File: src/rtl/cp0_pkg.sv
// cp0_pkg: register indices, field positions and exception codes for cp0_ext.
package cp0_pkg;
  localparam logic [4:0] REG_BADVADDR = 5'd8;
  localparam logic [4:0] REG_COUNT    = 5'd9;
  localparam logic [4:0] REG_COMPARE  = 5'd11;
  localparam logic [4:0] REG_SR       = 5'd12;
  localparam logic [4:0] REG_CAUSE    = 5'd13;
  localparam logic [4:0] REG_EPC      = 5'd14;
  localparam logic [4:0] REG_PRID     = 5'd15;
  localparam int SR_IM_MSB = 15;
  localparam int SR_IM_LSB = 8;
  localparam int SR_EXL = 1;
  localparam int SR_IE = 0;
  localparam int CAUSE_BD = 31;
  localparam int CAUSE_TI = 30;
  localparam int CAUSE_IP_MSB = 15;
  localparam int CAUSE_IP_LSB = 8;
  localparam int CAUSE_SW_MSB = 9;
  localparam int CAUSE_EXC_MSB = 6;
  localparam int CAUSE_EXC_LSB = 2;
  typedef enum logic [4:0] {
    EXC_INT  = 5'd0,
    EXC_ADEL = 5'd4,
    EXC_ADES = 5'd5,
    EXC_RI   = 5'd10,
    EXC_OV   = 5'd12
  } exc_code_e;
  function automatic logic is_addr_exc(input logic [4:0] c);
    return c == EXC_ADEL || c == EXC_ADES;
  endfunction
endpackage

File: src/rtl/cp0_timer.sv
// cp0_timer: free-running Count, Compare and the sticky timer-interrupt flag TI.
module cp0_timer
  import cp0_pkg::*;
#(
  parameter bit TIMER_EN = 1'b1
) (
  input  logic        clk,
  input  logic        reset,
  input  logic        count_wr,
  input  logic        compare_wr_commit,
  input  logic [31:0] write_data,
  output logic [31:0] count,
  output logic [31:0] compare,
  output logic        ti
);
  if (TIMER_EN) begin : g_on
    logic [31:0] cnt, cmp, inc;
    logic t;
    assign inc = cnt + 32'd1;
    // only an increment can raise TI; a Compare write always wins over a set
    always_ff @(posedge clk)
      if (reset) begin
        cnt <= '0;
        cmp <= '0;
        t   <= 1'b0;
      end else begin
        cnt <= count_wr ? write_data : inc;
        if (compare_wr_commit) cmp <= write_data;
        t <= compare_wr_commit ? 1'b0 : (t | (~count_wr & (inc == cmp)));
      end
    assign count = cnt;
    assign compare = cmp;
    assign ti = t;
  end else begin : g_off
    assign count = '0;
    assign compare = '0;
    assign ti = 1'b0;
  end
endmodule

File: src/rtl/cp0_ext.sv
// cp0_ext: MIPS CP0 with configurable hardware interrupts, software interrupts and a Count/Compare timer.
module cp0_ext
  import cp0_pkg::*;
#(
  parameter int          HW_INT_W   = 5,
  parameter bit          TIMER_EN   = 1'b1,
  parameter logic [31:0] PRID_VALUE = 32'h0000_0700
) (
  input  logic                clk,
  input  logic                reset,
  input  logic [4:0]          number,
  input  logic                write_enable,
  input  logic [31:0]         write_data,
  output logic [31:0]         read_data,
  input  logic [31:0]         vpc,
  input  logic                bd_in,
  input  logic [4:0]          exc_code_in,
  input  logic [31:0]         bad_vaddr_in,
  input  logic [HW_INT_W-1:0] hw_int,
  input  logic                exl_clr,
  output logic [31:0]         epc_out,
  output logic                request
);
  logic [7:0] im, ip, pend;
  logic exl, ie, bd, ti, int_req, exc_req, take, wr_commit;
  logic [1:0] sw;
  logic [4:0] hw_q, hw_ext, exc_code;
  logic [31:0] epc, bad_vaddr, count, compare;
  always_comb begin
    hw_ext = '0;
    hw_ext[HW_INT_W-1:0] = hw_int;
  end
  // pending uses the live lines so request does not lag hw_int
  assign ip = {ti, hw_q, sw};
  assign pend = im & {ti, hw_ext, sw};
  assign int_req = ie & ~exl & |pend;
  assign exc_req = ~exl & (exc_code_in != EXC_INT);
  assign take = int_req | exc_req;
  assign request = take;
  assign wr_commit = write_enable & ~exl_clr & ~take;
  assign epc_out = (write_enable && number == REG_EPC) ? write_data : epc;
  cp0_timer #(.TIMER_EN(TIMER_EN)) u_timer (
    .clk(clk),
    .reset(reset),
    .count_wr(wr_commit && number == REG_COUNT),
    .compare_wr_commit(wr_commit && number == REG_COMPARE),
    .write_data(write_data),
    .count(count),
    .compare(compare),
    .ti(ti)
  );
  always_ff @(posedge clk) hw_q <= reset ? 5'd0 : hw_ext;
  always_ff @(posedge clk)
    if (reset) begin
      im <= '0;
      exl <= 1'b0;
      ie <= 1'b0;
      bd <= 1'b0;
      sw <= '0;
      exc_code <= '0;
      epc <= '0;
      bad_vaddr <= '0;
    end else if (exl_clr) begin
      exl <= 1'b0;
    end else if (take) begin
      exl <= 1'b1;
      exc_code <= int_req ? EXC_INT : exc_code_in;
      bd <= bd_in;
      epc <= bd_in ? vpc - 32'd4 : vpc;
      if (!int_req && is_addr_exc(exc_code_in)) bad_vaddr <= bad_vaddr_in;
    end else if (wr_commit) begin
      case (number)
        REG_SR: begin
          im <= write_data[SR_IM_MSB:SR_IM_LSB];
          exl <= write_data[SR_EXL];
          ie <= write_data[SR_IE];
        end
        REG_CAUSE: sw <= write_data[CAUSE_SW_MSB:CAUSE_IP_LSB];
        REG_EPC: epc <= write_data;
        default: ;
      endcase
    end
  always_comb begin
    read_data = '0;
    case (number)
      REG_BADVADDR: read_data = bad_vaddr;
      REG_COUNT: read_data = count;
      REG_COMPARE: read_data = compare;
      REG_SR: begin
        read_data[SR_IM_MSB:SR_IM_LSB] = im;
        read_data[SR_EXL] = exl;
        read_data[SR_IE] = ie;
      end
      REG_CAUSE: begin
        read_data[CAUSE_BD] = bd;
        read_data[CAUSE_TI] = ti;
        read_data[CAUSE_IP_MSB:CAUSE_IP_LSB] = ip;
        read_data[CAUSE_EXC_MSB:CAUSE_EXC_LSB] = exc_code;
      end
      REG_EPC: read_data = epc;
      REG_PRID: read_data = PRID_VALUE;
      default: ;
    endcase
  end
endmodule
File: config.mk
export PLATFORM = sky130hd
export DESIGN_NAME = cp0_ext
export DESIGN_NICKNAME = d
export VERILOG_FILES = /design/src/rtl/cp0_pkg.sv /design/src/rtl/cp0_timer.sv /design/src/rtl/cp0_ext.sv
export SDC_FILE = /design/constraint.sdc
export NUM_CORES = 1
export LEC_CHECK = 0
export ABC_CLOCK_PERIOD_IN_PS = 4100
export BUFFER_PORTS_ARGS = -buffer_cell sky130_fd_sc_hd__buf_2
export CAP_MARGIN = 20
export CORE_MARGIN = 2
export CORE_UTILIZATION = 30
export DETAILED_ROUTE_END_ITERATION = 7
export GPL_TIMING_DRIVEN = 0
export PLACE_DENSITY = 0.45
export SETUP_SLACK_MARGIN = 0.1
export SLEW_MARGIN = 20
export SYNTH_ARGS = -nofsm -noshare
export SYNTH_HDL_FRONTEND = slang
export SYNTH_SLANG_ARGS = --single-unit
File: constraint.sdc
create_clock -name clk -period 4.1 [get_ports clk]
set_clock_uncertainty 0.05 [all_clocks]
set_input_delay 0.82 -clock clk [delete_from_list [all_inputs] [get_ports clk]]
set_output_delay 0.82 -clock clk [all_outputs]
set_load 0.1 [all_outputs]
# ---- After elaboration in Yosys (flattened, before gate mapping)
# Cells that the tools add are included.
dict set report word_totals {
  regBits 152
  latch_bits 0
  ram_bits 0
  romBits 0
  in_bits 116
  out_inout_bits 65
  word_cells 72
  n_memories 0
}
dict set report op_classes {
  n_addsub 2
  mul 0
  n_div 0
  order_cmp 0
  eq_ne 10
  n_shift 0
  mux 16
  bitwise_logic 13
  n_reduce_logical 19
}
# op n
set op_table {}
lappend op_table {{$mux W32} 6}
lappend op_table {{$pmux W14 S4} 1}
lappend op_table {{$pmux W8 S7} 1}
lappend op_table {{$eq A5 B4 Y1 const B} 7}
lappend op_table {{$add A32 B1 Y32 const B} 1}
lappend op_table {{$eq A32 B32 Y1} 1}
lappend op_table {{$sub A32 B3 Y32 const B} 1}
lappend op_table {{$pmux W5 S5} 1}
lappend op_table {{$pmux W2 S5} 2}
lappend op_table {{$eq A5 B3 Y1 const B} 2}
lappend op_table {{$and A8 B8 Y8} 1}
lappend op_table {{$reduce_and A4 Y1} 2}
lappend op_table {{$reduce_or A8 Y1} 1}
lappend op_table {{$and A1 B1 Y1} 6}
lappend op_table {{$reduce_and A3 Y1} 2}
lappend op_table {{$reduce_bool A2 Y1} 3}
lappend op_table {{$mux W5} 1}
lappend op_table {{$reduce_bool A5 Y1} 1}
lappend op_table {{$logic_and A1 B1 Y1} 4}
lappend op_table {{$not A1 Y1} 4}
lappend op_table {{$pmux W1 S4} 1}
lappend op_table {{$reduce_and A2 Y1} 2}
lappend op_table {{$reduce_or A2 Y1} 2}
lappend op_table {{$mux W1} 3}
lappend op_table {{other kinds (3)} 4}

# ---- Longest topological paths before layout
# Gate-level depths: netlist (run 1).
dict set report depth {
  word_depth 10
  ltp_mapped 11
  ltp_nobuf 10
}

# ---- By module
# A second synthesis (run 1) with hierarchy kept.
dict set report unflattened {
  cells_unflattened 1141
  hier_area_um2 9053.7
}
# module n_inst cells_each area_per_inst_um2 seq_area_each_um2
set modules_own_cells {}
lappend modules_own_cells {cp0_ext 1 696 5421.4 1741.7}
lappend modules_own_cells {cp0_timer 1 445 3632.2 1301.2}

# ---- Worst setup path before layout (run 1)
# No wires, ideal clock.
dict set report synth_path {
  path_kind {input-to-output}
  from {in number[1]}
  to {out read_data[21]}
  arrival_ns 4.031
  path_slack_ns -0.801
  cell_stages 6
  n_path_buf 3
  cell_sequence {clkbuf_1 -> buf_1 -> nor2_1 -> clkbuf_1 -> a22oi_1 -> o21ai_0}
}
dict set report synth_between {
  elab_chain_cells 2
}
# item line
set synth_rtl {}
lappend synth_rtl {{from (decl)} cp0_ext.sv:11} ;# input logic [4:0] number,
lappend synth_rtl {{$eq A5 B4 Y1} cp0_ext.sv:85} ;# case (number)
lappend synth_rtl {{$pmux W14 S4 (*)} cp0_ext.sv:85}
lappend synth_rtl {{to (decl)} cp0_ext.sv:14} ;# output logic [31:0] read_data,
# Mark *: on every way between the ends. The rest lies on a longest branch, timed or not.

# ---- Worst setup path in the final report (run 1)
dict set report layout_path {
  from {in number[4]}
  to {out read_data[1]}
}
dict set report layout_between {
  elab_chain_cells 2
}
# item line
set layout_rtl {}
lappend layout_rtl {{$eq A5 B4 Y1} cp0_ext.sv:85}
lappend layout_rtl {{$pmux W2 S5 (*)} cp0_ext.sv:85}
# Marks and branches as above.

==> results of run 1 <==
cell families (layout without fill, tap and decap cells):
logic type | count (synthesis) | in the layout | synth area share [%]
other | 0 | 2 | 0
AOI/OAI and AO/OA | 283 | 283 | 20.7
DFF | 152 | 152 | 34.8
and+or+nand+nor | 470 | 470 | 24.6
xor gates and xnor gates | 75 | 75 | 7.93
buffers and inverters | 90 | 306 | 4.05
adders and majority gates | 2 | 2 | 0.286
muxes | 61 | 61 | 7.66
synth_stat cells (5+ instances only):
library cell	instances
sky130_fd_sc_hd__a211oi_1	33
sky130_fd_sc_hd__a21oi_1	115
sky130_fd_sc_hd__a222oi_1	9
sky130_fd_sc_hd__a22oi_1	49
sky130_fd_sc_hd__a31oi_1	6
sky130_fd_sc_hd__and3_1	11
sky130_fd_sc_hd__and4_1	5
sky130_fd_sc_hd__buf_2	7
sky130_fd_sc_hd__clkbuf_1	72
sky130_fd_sc_hd__dfxtp_1	152
sky130_fd_sc_hd__inv_1	7
sky130_fd_sc_hd__mux2_2	47
sky130_fd_sc_hd__mux2i_1	14
sky130_fd_sc_hd__nand2_1	222
sky130_fd_sc_hd__nand3_1	39
sky130_fd_sc_hd__nand3b_1	5
sky130_fd_sc_hd__nand4_1	19
sky130_fd_sc_hd__nor2_1	88
sky130_fd_sc_hd__nor2b_1	7
sky130_fd_sc_hd__nor3_1	31
sky130_fd_sc_hd__nor4_1	16
sky130_fd_sc_hd__o211ai_1	20
sky130_fd_sc_hd__o21ai_0	24
sky130_fd_sc_hd__xnor2_1	54
sky130_fd_sc_hd__xor2_1	18
registers in the layout (all words and copies together) (netlist names):
register / flops
bad_vaddr: 32
epc: 32
u_timer.compare: 32
u_timer.count: 32
im: 8
exc_code: 5
hw_q: 5
sw: 2
bd: 1
exl: 1
ie: 1
u_timer.ti: 1
per-layer routing:
metal | GRT usage (%) | wire length, um | up-vias
li1 | - | - | 4499
met1 | 35.1 | 17800 | 4449
met4 | 8.47 | 1060 | 0
met2 | 39.6 | 17400 | 351
met3 | 5.35 | 2740 | 55
met5 | 0 | 0 | -
per-stage QoR:
stage / hold slack, ps / setup TNS [ps] / total power [uW]
after floorplan: 382 / -46.3 / 1970
after global placement: 392 / -21760 / 2200
after detailed placement: 397 / -20920 / 2210
after CTS: 408 / 0 / 3820
after global routing: 427 / 0 / 3940
final: 408 / 0 / 3820
report_power, final:
| part | internal (uW) | leakage [uW] | total [uW] | switching [uW] |
|---|---|---|---|---|
| sequential | 1510 | 0.00123 | 1560 | 40.5 |
| clock | 880 | 0.000282 | 1640 | 756 |
| combinational | 162 | 0.00245 | 632 | 471 |
timing repair:
action,4_1_cts,5_1_grt
setup buffers,1,6
gates resized for setup,23,22
pin swaps,1,2
endpoints found under the setup margin,64,42
gates cloned,0,0
tightest hold or removal path: cells and delay by family (launching register included):
family | cells | cell delay, ps
and+or+nand+nor | 1 | 50
AOI/OAI and AO/OA | 1 | 50
DFF | 1 | 310
layout make-up:
cell class                 instances  area (um2)
inverter                           8        30.0
fill                            3142       17800
multi-input combinational        891        5420
timing repair buffer             185        1010
clock buffer                      18         439
sequential                       152        3040
clock inverter                    14         150
antenna                            2        5.00
buffer                            81         335
tap                              384         480
worst min-delay path by stage:
stage	start	to	slack, ps
6_report	bad_vaddr[22]$_SDFFE_PP0P_	bad_vaddr[22]$_SDFFE_PP0P_	410
3_3_place_gp	bad_vaddr[11]$_SDFFE_PP0P_	bad_vaddr[11]$_SDFFE_PP0P_	390
4_1_cts	bad_vaddr[24]$_SDFFE_PP0P_	bad_vaddr[24]$_SDFFE_PP0P_	410
3_5_place_dp	bad_vaddr[19]$_SDFFE_PP0P_	bad_vaddr[19]$_SDFFE_PP0P_	400
2_1_floorplan	exc_code[1]$_SDFFE_PP0P_	exc_code[1]$_SDFFE_PP0P_	380
5_1_grt	bad_vaddr[16]$_SDFFE_PP0P_	bad_vaddr[16]$_SDFFE_PP0P_	430
==> results.ini, run 1 <==
[place]
detailedPlace.worstSlack_ps=-691
placed_area_um2=10100
port_buffers=178
placedCellCount=1695
post-dp-hpwl_um=31000
gpl.final_weighted_congestion=0.934

[yosys]
post_synth_design_cell_area_um2=8740
post-synth-top-area-fraction_pct=34.8
synthTopCellsByArea=sky130_fd_sc_hd__dfxtp_1, sky130_fd_sc_hd__nand2_1, sky130_fd_sc_hd__a21oi_1
number_of_flops_mapped_to_enable_cells_by_yosys=0
synthDominantAreaCellType=sky130_fd_sc_hd__dfxtp_1
synth-warning-count=0
syn_area_per_cell_um2=7.71
synth_cell_type_count=58
yosysSeqAreaShare_pct=34.8
postSynthNetCount=1251
async_reset_ff_share_pct=0
yosys_most_used_dff=sky130_fd_sc_hd__dfxtp_1
yosys_register_bits=152
syn_inst=1133

[setup_path]
crit_path_top_delay_cell=sky130_fd_sc_hd__or3b_1
critical_path_required_ps=3230
critical_path.endpoint_type=primary output
cell_occurring_most_often_along_the_worst_timing_path=sky130_fd_sc_hd__buf_2
path_max_fanout=10
crit_chain=buf_2, or3b_1, nor3_4, clkbuf_2, a222oi_1, nand2_1, buf_2
critical_path.top_delay_family=simple AND/OR/NAND/NOR gates
setup.worst_path.start=number[4]
criticalPathCategory=in2out
cp-endpoint=read_data[1]
path_depth=7
r2r_cells=8
r2r-end=u_timer.ti$_SDFF_PP0_
worst_reg_to_reg_setup_slack_ps=830
rr_startpoint=u_timer.count[0]$_SDFF_PP0_
crit_arrival_ps=3020
worst_path_largest_cell_delay_ps=670
path_buf_inv=3
worstSetupStartpointType=primary input

[die]
starting_density_of_the_core_pct=30.4
die-area_um2=30500
boundaryPins=181
fp.dieH_um=175
core_um2=28700
fp-row-count=62
die_width_um=175

[clock_tree]
clk_pin_slew_ps=70
cts_inserted_buffers=17
clock_sinks=152
cts_hold_buffers=0
insertion_delay_ps=440
cts-root-buf=sky130_fd_sc_hd__clkbuf_16
maximum_root_to_sink_buffer_count=2
h_tree_depth=4
tritoncts=built

[worst_hold_path]
hold_class=reg2reg
hold-path-cell-count=2

[drt]
final_antenna_violating_net_count=0
routed_via_density=5.39
drt_first_iter_violations=929
drc=0
vias=9354
routed_wl_um=39000
wire_length_per_cell_um=22.5
drt-pass1-iter-count=7

[power_and_ir_drop]
ir_drop_mv=0.274
p_leak_uw=0.00397
power-per-cell-area_nw_per_um2=350

[job]
max_cap_violations=0

[cells_and_area]
postLayoutCellArea_um2=10900
post_route_cells_drive_above_1_share_pct=22.4
mostFrequentLayoutCells=sky130_fd_sc_hd__nand2_1, sky130_fd_sc_hd__buf_2, sky130_fd_sc_hd__dfxtp_1
final_cells=1735
area_growth_syn_to_layout_pct=24.9
nets=1454
layout.cells.most_common=sky130_fd_sc_hd__nand2_1
final_core_util_pct=38.0

[sta]
worstMarginPinSlew_ps=1030
finalMaxSlewViolations=0
final_critical_path_setup_slack_ps=211
rsz_0062_raised_after_global_routing=yes
fin_crit_ps=3890
hold_viol=0
slew-limit-headroom_pct=30.6
final-setup-viol-count=0
clock.fmax_mhz=257
finalCritPeriodShare_pct=94.8

[global_routing]
grt_pass1_wl_um=57900
maximum_number_of_pins_on_one_net_before_global_route_repair=17
grt_antenna_before_repair=1
total_congestion_overflow=0
first_global_vias=9076
groute.usage.overall_pct=25.5

[run_status]
outcome=complete, no violations

Note: power is estimated with default switching activity, not from simulation.
==> inputs of run 2 (changes only) <==
--- a/config.mk
+++ b/config.mk
@@ -11,7 +11,6 @@
 export CORE_MARGIN = 2
 export CORE_UTILIZATION = 30
 export DETAILED_ROUTE_END_ITERATION = 7
-export GPL_TIMING_DRIVEN = 0
 export PLACE_DENSITY = 0.45
 export SETUP_SLACK_MARGIN = 0.1
 export SLEW_MARGIN = 20
==> results.ini, run 2 (same netlist as run 1, synthesis figures left out) <==
[run_status]
outcome=complete, no violations

[setup_path]
r2r_cells=8
worstSetupStartpointType=primary input
rr_startpoint=u_timer.count[0]$_SDFF_PP0_
crit_arrival_ps=2700
path_buf_inv=3
crit_path_top_delay_cell=sky130_fd_sc_hd__buf_2
worst_path_largest_cell_delay_ps=500
worst_reg_to_reg_setup_slack_ps=940
critical_path.endpoint_type=primary output
critical_path_required_ps=3230
r2r-end=u_timer.ti$_SDFF_PP0_
path_max_fanout=25
criticalPathCategory=in2out
crit_chain=buf_2, nor3b_2, buf_4, a22oi_1, nand3_1, buf_12
critical_path.top_delay_family=buffers and inverters

[sta]
clock.fmax_mhz=280
slew-limit-headroom_pct=40.3
finalMaxSlewViolations=0
fin_crit_ps=3570
finalCritPeriodShare_pct=87.1
worstMarginPinSlew_ps=896
rsz_0062_raised_after_global_routing=no
final-setup-viol-count=0
fin_setup_tns_ps=0
hold_viol=0
final.hold.worst_slack_ps=406

[clock_tree]
insertion_delay_ps=430
cts.repair.resized=0
h_tree_depth=4
cts_setup_buffers=0
clock_sinks=152
maximum_root_to_sink_buffer_count=2
cts-root-buf=sky130_fd_sc_hd__clkbuf_16
cts_inserted_buffers=17
cts_hold_buffers=0
clk_pin_slew_ps=60
tritoncts=built

[place]
placedCellCount=1643
post-dp-hpwl_um=27700
placed_area_um2=10800
port_buffers=180
gpl.final_weighted_congestion=0.916

[job]
max_cap_violations=0

[die]
core_um2=28700
fp-row-count=62
die_width_um=175
fp.dieH_um=175
die-area_um2=30500
boundaryPins=181
starting_density_of_the_core_pct=30.4

[drt]
vias=9188
routed_wl_um=36500
routed_via_density=5.48
drc=0
drt-pass1-iter-count=7
wire_length_per_cell_um=21.8
final_antenna_violating_net_count=0
drt_first_iter_violations=900

[cells_and_area]
nets=1396
postLayoutCellArea_um2=11400
layout.cells.most_common=sky130_fd_sc_hd__nand2_1
filler_cell_count_in_the_final_layout=3021
area_growth_syn_to_layout_pct=31.0
mostFrequentLayoutCells=sky130_fd_sc_hd__nand2_1, sky130_fd_sc_hd__dfxtp_1, sky130_fd_sc_hd__buf_2
post_route_cells_drive_above_1_share_pct=23.9
final_cells=1676

[global_routing]
groute.layer.met2.usage_pct=35.9
grt_antenna_before_repair=2
maximum_number_of_pins_on_one_net_before_global_route_repair=76
total_congestion_overflow=0
grt_pass1_wl_um=54700
grt_use_met1_pct=35.6
groute.usage.overall_pct=23.8
globalRouteMet3Util_pct=3.42
top_usage_layer=met2
first_global_vias=8646

[worst_hold_path]
hold_class=reg2reg
min-delay-start=bad_vaddr[29]$_SDFFE_PP0P_
hold_path_end=bad_vaddr[29]$_SDFFE_PP0P_
hold-path-cell-count=2

[power_and_ir_drop]
power-per-cell-area_nw_per_um2=345
ir_drop_mv=0.283
p_leak_uw=0.00411

==> run 2: area by class of cell <==
class	count	area [um2]	share of cell area, %
Antenna cell	1	2.50	0.0219
Sequential cell	152	3040	26.6
Clock inverter	13	166	1.45
Multi-Input combinational cell	891	5400	47.2
Clock buffer	19	453	3.96
Tap cell	384	480	4.20
Inverter	8	30.0	0.262
Timing Repair Buffer	208	1870	16.4
==> run 2: per-stage QoR <==
stage | power (uW) | setup slack [ps] | utilization [%]
after floorplan | 1970 | -46.3 | -
after global placement | 2290 | 651 | 37.7
after detailed placement | 2290 | 584 | 37.7
after CTS | 3970 | 564 | 39.9
after global routing | 4080 | 474 | 39.9
final | 3950 | 531 | 39.9
==> run 2: how the worst max path moves through the flow <==
stage	start	endpoint	slack [ps]	cells after the start
after CTS	number[1]	epc_out[15]	560	6
after global routing	number[1]	read_data[0]	470	6
final	number[1]	read_data[15]	530	6
after detailed placement	number[1]	epc_out[15]	580	6
after floorplan	number[1]	read_data[21]	-50	6
after global placement	number[1]	epc_out[15]	650	6
==> run 2: where the power goes <==
part	switching (uW)	internal (uW)
Clock	690	996
Combinational	464	239
Sequential	42.9	1520
==> run 2: worst reg2reg max path, stage by stage (launching register included) <==
cell and delay [ps]:
sky130_fd_sc_hd__dfxtp_1 470, sky130_fd_sc_hd__ha_1 250, sky130_fd_sc_hd__and3_1 290, sky130_fd_sc_hd__nand4_1 420
sky130_fd_sc_hd__a2111oi_0 480, sky130_fd_sc_hd__or4b_1 510, sky130_fd_sc_hd__nor4_1 330, sky130_fd_sc_hd__nand4_1 150
sky130_fd_sc_hd__o21ai_1 140
==> run 2: metal layers <==
metal,vias up,part of all wire [%]
met5,-,0.019
met3,28,6.7
met1,4415,48
met4,2,1.3
met2,368,44
li1,4375,-
